==> config.mk <==
export PLATFORM = sky130hd
export DESIGN_NAME = count_updn_fsm
export DESIGN_NICKNAME = d
export VERILOG_FILES = /design/src/rtl/count_updn_fsm.sv
export SDC_FILE = /design/constraint.sdc
export NUM_CORES = 1
export LEC_CHECK = 0
export ABC_AREA = 1
export BUFFER_PORTS_ARGS = -buffer_cell sky130_fd_sc_hd__buf_2
export CAP_MARGIN = 0
export CORE_MARGIN = 2
export CORE_UTILIZATION = 26
export CTS_CLUSTER_DIAMETER = 100
export CTS_CLUSTER_SIZE = 14
export DETAILED_ROUTE_END_ITERATION = 10
export SKIP_CTS_REPAIR_TIMING = 1
export SLEW_MARGIN = 20
export SYNTH_ARGS = -nofsm -noshare
export SYNTH_HDL_FRONTEND = slang
export SYNTH_SLANG_ARGS = --single-unit
export TNS_END_PERCENT = 50
==> constraint.sdc <==
create_clock -name clk -period 4.8 [get_ports clk]
set_clock_uncertainty 0.2 [all_clocks]
set_input_delay 0 -clock clk [delete_from_list [all_inputs] [get_ports clk]]
set_output_delay 0 -clock clk [all_outputs]
set_load 0.05 [all_outputs]
==> src/rtl/count_updn_fsm.sv <==
// Up/down modulo-MOD counter with optional saturation, parallel load and a
// registered terminal-count pulse; the control FSM state is exported on ST.
module count_updn_fsm #(
    parameter int              WIDTH = 8,
    parameter longint unsigned MOD   = 64'd1 << WIDTH
) (
    input  logic             clk,
    input  logic             res,
    input  logic             EN,
    input  logic             load,
    input  logic             up,
    input  logic             sat,
    input  logic [WIDTH-1:0] CNT_In,
    output logic [WIDTH-1:0] CNT,
    output logic             TC,
    output logic [2:0]       ST
);

    typedef enum logic [2:0] {
        IDLE = 3'b000,
        UP   = 3'b001,
        DN   = 3'b010,
        HOLD = 3'b011,
        SAT  = 3'b100
    } state_t;

    localparam logic [WIDTH-1:0] MAXV = WIDTH'(MOD - 64'd1);

    state_t           state, state_nxt;
    logic [WIDTH-1:0] cnt_nxt;
    logic             tc_nxt;
    logic             at_top, at_bot;

    assign at_top = (CNT == MAXV);
    assign at_bot = (CNT == '0);
    assign ST     = state;

    always_ff @(posedge clk) begin
        state <= state_nxt;
        CNT   <= cnt_nxt;
        TC    <= tc_nxt;
    end

    // Priority res > load > EN; TC defaults low so every unlisted edge clears it.
    always_comb begin
        state_nxt = state;
        cnt_nxt   = CNT;
        tc_nxt    = 1'b0;
        if (res) begin
            state_nxt = IDLE;
            cnt_nxt   = '0;
        end else begin
            case (state)
                IDLE, UP, DN, HOLD, SAT: begin
                    if (load) begin
                        cnt_nxt   = (CNT_In > MAXV) ? MAXV : CNT_In;
                        state_nxt = HOLD;
                    end else if (!EN) begin
                        state_nxt = (state == IDLE) ? IDLE : HOLD;
                    end else if (up) begin
                        if (at_top && sat) begin
                            state_nxt = SAT;
                            tc_nxt    = (state != SAT);
                        end else begin
                            cnt_nxt   = at_top ? '0 : CNT + WIDTH'(1);
                            tc_nxt    = at_top;
                            state_nxt = UP;
                        end
                    end else begin
                        if (at_bot && sat) begin
                            state_nxt = SAT;
                            tc_nxt    = (state != SAT);
                        end else begin
                            cnt_nxt   = at_bot ? MAXV : CNT - WIDTH'(1);
                            tc_nxt    = at_bot;
                            state_nxt = DN;
                        end
                    end
                end
                default: state_nxt = IDLE;
            endcase
        end
    end

endmodule

==> impl_metrics.prom <==
# TYPE chip_impl_metric gauge
chip_impl_metric{name="post_synthesis_net_count",unit=""} 197
chip_impl_metric{name="sw_frac_of_total",unit=""} 0.420
chip_impl_metric{name="area.sequential",unit="µm²"} 240
chip_impl_info{name="outcome",value="finished with violations"} 1
chip_impl_metric{name="irDropWorstVdd",unit="µV"} 117
chip_impl_metric{name="syn-cell-area",unit="µm²"} 1100
chip_impl_metric{name="final_nets",unit=""} 235
chip_impl_metric{name="post-dp-hpwl",unit="µm"} 2320
chip_impl_info{name="synth_area_leaders",value="sky130_fd_sc_hd__dfxtp_1, sky130_fd_sc_hd__nand2_1, sky130_fd_sc_hd__nand3_1"} 1
chip_impl_metric{name="synth_warnings",unit=""} 0
chip_impl_metric{name="insertion_delay_of_the_later_clocked_pin_in_the_worst_skew_pair",unit="ns"} 0.25
chip_impl_metric{name="power_leakage",unit="nW"} 0.727
chip_impl_metric{name="synth-edff-count",unit=""} 0
chip_impl_metric{name="holdWs",unit="ns"} -0.0368
chip_impl_metric{name="avgRoutedWirePerCell",unit="µm"} 11.3
chip_impl_info{name="clock_tree_from_tritoncts",value="built"} 1
chip_impl_metric{name="crit_required",unit="ns"} 4.74
chip_impl_metric{name="share_of_layout_cells_above_drive_strength_1",unit=""} 0.255
chip_impl_metric{name="drt_iter0_drc",unit=""} 35
chip_impl_metric{name="crit_path_max_fanout",unit=""} 12
chip_impl_metric{name="postSynthAreaPerCell",unit="µm²"} 6.12
chip_impl_metric{name="async_flop_share",unit=""} 0
chip_impl_info{name="post-synth-top-count-cell",value="sky130_fd_sc_hd__nand2_1"} 1
chip_impl_metric{name="worst_setup_hold_path_clk_slew",unit="ns"} 0.06
chip_impl_metric{name="final_min_period_over_clock_period",unit=""} 0.527
chip_impl_metric{name="antenna_cells_inserted",unit=""} 0
chip_impl_metric{name="whs_path_depth",unit=""} 3
chip_impl_metric{name="die_h",unit="µm"} 69.1
chip_impl_info{name="timing_worst_setup_path_type",value="flop to flop"} 1
chip_impl_metric{name="wl",unit="µm"} 3020
chip_impl_metric{name="synth-seq-area-share",unit=""} 0.218
chip_impl_metric{name="worst_slew_margin_rel",unit=""} 0.788
chip_impl_metric{name="switching_pwr",unit="mW"} 0.154
chip_impl_metric{name="num_rows",unit=""} 23
chip_impl_info{name="worstReg2RegStart",value="CNT[1]"} 1
chip_impl_metric{name="comb_power_share",unit=""} 0.403
chip_impl_info{name="worst_setup_path_start_kind",value="flop"} 1
chip_impl_metric{name="highest_achievable_clock_rate",unit="GHz"} 0.395
chip_impl_metric{name="initial_core_util",unit=""} 0.273
chip_impl_metric{name="p_int",unit="mW"} 0.213
chip_impl_info{name="grt_setup_unrepaired",value="false"} 1
chip_impl_metric{name="grt_pass1_vias",unit=""} 1061
chip_impl_metric{name="grt_start_max_net_pins",unit=""} 13
chip_impl_info{name="min-delay-start",value="up"} 1
chip_impl_metric{name="vias_per_cell",unit=""} 4.61
chip_impl_metric{name="gp_congestion",unit=""} 0.871
chip_impl_metric{name="chipWidth",unit="µm"} 69.1
chip_impl_info{name="worstReg2RegEnd",value="CNT[1]"} 1
chip_impl_metric{name="cts_made_buffers",unit=""} 3
chip_impl_info{name="netlist_top_cells_count",value="sky130_fd_sc_hd__nand2_1, sky130_fd_sc_hd__nor2_1, sky130_fd_sc_hd__nand3_1"} 1
chip_impl_metric{name="floorplan.die_area",unit="µm²"} 4770
chip_impl_metric{name="seqPwrFrac",unit=""} 0.333
chip_impl_metric{name="drtPass1Iterations",unit=""} 4
chip_impl_metric{name="port-buffer-count",unit=""} 25
chip_impl_info{name="hold_class",value="input pin to flop"} 1
chip_impl_metric{name="reg2reg_depth",unit=""} 11
chip_impl_metric{name="hold_viol_final",unit=""} 2
chip_impl_metric{name="synth_largest_type_area_fraction",unit=""} 0.218
chip_impl_metric{name="pwr_density_cell",unit="nW/µm²"} 259
chip_impl_metric{name="grt_util_all_layers",unit=""} 0.128
chip_impl_metric{name="totalPowerFinal",unit="mW"} 0.367
chip_impl_metric{name="grt_first_pass_wirelength",unit="µm"} 5050
chip_impl_info{name="critical_path.startpoint",value="CNT[1]"} 1
chip_impl_metric{name="flip_flop_and_latch_count_after_synthesis",unit=""} 12
chip_impl_metric{name="antenna_found_initial",unit=""} 0
chip_impl_metric{name="number_of_setup_violations_in_the_final_report",unit=""} 0
chip_impl_metric{name="maxSlewViolCount",unit=""} 0
chip_impl_metric{name="core_area",unit="µm²"} 4030
chip_impl_metric{name="maxCapViolCount",unit=""} 0
chip_impl_metric{name="postRouteAntennaNets",unit=""} 0
chip_impl_metric{name="cp.arrival",unit="ns"} 2.47
chip_impl_info{name="violations_in_the_final_reports",value="hold timing"} 1
chip_impl_info{name="synth-main-ff-cell",value="sky130_fd_sc_hd__dfxtp_1"} 1
chip_impl_metric{name="fraction_of_power_consumed_by_the_clock_network",unit=""} 0.264
chip_impl_info{name="setup.worst_path.end_class",value="flop"} 1
chip_impl_metric{name="minimum_period_implied_by_the_final_worst_setup_slack",unit="ns"} 2.53
chip_impl_metric{name="timing.setup.tns",unit="ns"} 0
chip_impl_metric{name="postSynthCellCount",unit=""} 180
chip_impl_info{name="clockRootBuffer",value="sky130_fd_sc_hd__clkbuf_8"} 1
chip_impl_info{name="whs_endpoint",value="ST[0]"} 1
chip_impl_metric{name="dr_total_vias",unit=""} 1225
chip_impl_metric{name="area.growth.synth_to_final",unit="%"} 28.6
chip_impl_metric{name="timing.reg2reg.setup_slack",unit="ns"} 2.27
chip_impl_metric{name="drc_errors",unit=""} 0
chip_impl_metric{name="worstMarginPinSlew",unit="ns"} 0.314
chip_impl_metric{name="num_io_pins",unit=""} 26
chip_impl_metric{name="multi_input_area",unit="µm²"} 739
chip_impl_metric{name="number_of_fill_cells",unit=""} 465
chip_impl_metric{name="clock_sinks",unit=""} 12
chip_impl_metric{name="max-clock-path-buffers",unit=""} 2
chip_impl_info{name="yosys.area.top_type",value="sky130_fd_sc_hd__dfxtp_1"} 1
chip_impl_metric{name="total_overflow_reported_by_the_global_router",unit=""} 0
chip_impl_metric{name="synth_cell_type_count",unit=""} 29
chip_impl_metric{name="htree_levels",unit=""} 1
## cell type report
type / instances / share of cell area
multi-input combinational: 140 / 0.522
clock buffer: 3 / 0.0292
sequential: 12 / 0.170
tap: 50 / 0.0442
timing repair buffer: 36 / 0.166
inverter: 25 / 0.0689
## worst max-delay path by stage
stage / endpoint / slack (ns)
2_1_floorplan: CNT[4] / 2.69
5_1_grt: CNT[1] / 2.07
4_1_cts: CNT[1] / 2.83
3_5_place_dp: CNT[1] / 2.85
3_3_place_gp: CNT[1] / 2.84
6_report: CNT[1] / 2.27
## kinds of logic after synthesis
logic type / synth area share
AND/OR/NAND/NOR: 0.508
buffers and inverters: 0.110
AO/OA/AOI/OAI: 0.122
flip-flops: 0.218
adder cells (fa/ha/maj): 0.0341
XOR/XNOR: 0.00796
## critical path, stage by stage (launching register included)
cell	delay [ns]
sky130_fd_sc_hd__dfxtp_1	0.46
sky130_fd_sc_hd__ha_1	0.24
sky130_fd_sc_hd__nand2_1	0.11
sky130_fd_sc_hd__nor2_2	0.16
sky130_fd_sc_hd__nand2_2	0.11
sky130_fd_sc_hd__clkinv_2	0.09
sky130_fd_sc_hd__nand3_4	0.07
sky130_fd_sc_hd__nand3_4	0.19
sky130_fd_sc_hd__inv_2	0.10
sky130_fd_sc_hd__nand2_1	0.09
sky130_fd_sc_hd__a21oi_2	0.05
sky130_fd_sc_hd__dlygate4sd3_1	0.54
## power groups by stage
stage | sequential (mW) | clock [mW] | combinational [mW]
finish | 0.122 | 0.0968 | 0.148
CTS | 0.122 | 0.0983 | 0.141
global placement | 0.124 | 0 | 0.141
detailed placement | 0.124 | 0 | 0.141
global route | 0.124 | 0.102 | 0.165
floorplan | 0.150 | 0 | 0.0827
## layout by cell type, fill, tap and decap left out, types with 2 or more instances in the layout
cell                            count
sky130_fd_sc_hd__clkbuf_8           3
sky130_fd_sc_hd__nand3_1           20
sky130_fd_sc_hd__ha_1               3
sky130_fd_sc_hd__o21ai_0            7
sky130_fd_sc_hd__or2_2              3
sky130_fd_sc_hd__nand2_4            4
sky130_fd_sc_hd__nor2_1            22
sky130_fd_sc_hd__dlygate4sd3_1     11
sky130_fd_sc_hd__nor3_1             2
sky130_fd_sc_hd__dfxtp_1           12
sky130_fd_sc_hd__nand2_1           51
sky130_fd_sc_hd__a21oi_2            4
sky130_fd_sc_hd__a21oi_1            8
sky130_fd_sc_hd__buf_2             25
sky130_fd_sc_hd__o211ai_1           2
sky130_fd_sc_hd__inv_2              4
sky130_fd_sc_hd__nor2_2             4
sky130_fd_sc_hd__nor2_4             2
sky130_fd_sc_hd__inv_1             18
sky130_fd_sc_hd__nand3_4            2
## through the flow
stage | hold slack [ns] | cells | util | cell area [µm²] | worst slack [ns]
6_report | -0.0368 | 266 | 0.352 | 1420 | 2.27
2_1_floorplan | -0.138 | 180 | - | 1100 | 2.69
3_5_place_dp | -0.00639 | 252 | 0.314 | 1260 | 2.85
3_3_place_gp | -0.00590 | 252 | 0.314 | 1260 | 2.84
4_1_cts | -0.271 | 255 | 0.324 | 1310 | 2.83
5_1_grt | 0.0204 | 266 | 0.352 | 1420 | 2.07
## metal layers
| layer | global-route usage | part of all wire | up-vias |
|---|---|---|---|
| met2 | 0.204 | 0.46 | 37 |
| met5 | 0 | 0 | - |
| met3 | 0.0132 | 0.044 | 6 |
| met1 | 0.178 | 0.48 | 537 |
| met4 | 0.0458 | 0.015 | 0 |
| li1 | - | - | 645 |
## registers in the layout (all words and copies together), names as in the netlist
name and cells:
CNT 8, ST 3, TC 1
No activity file was read; power rests on OpenSTA's default activity.
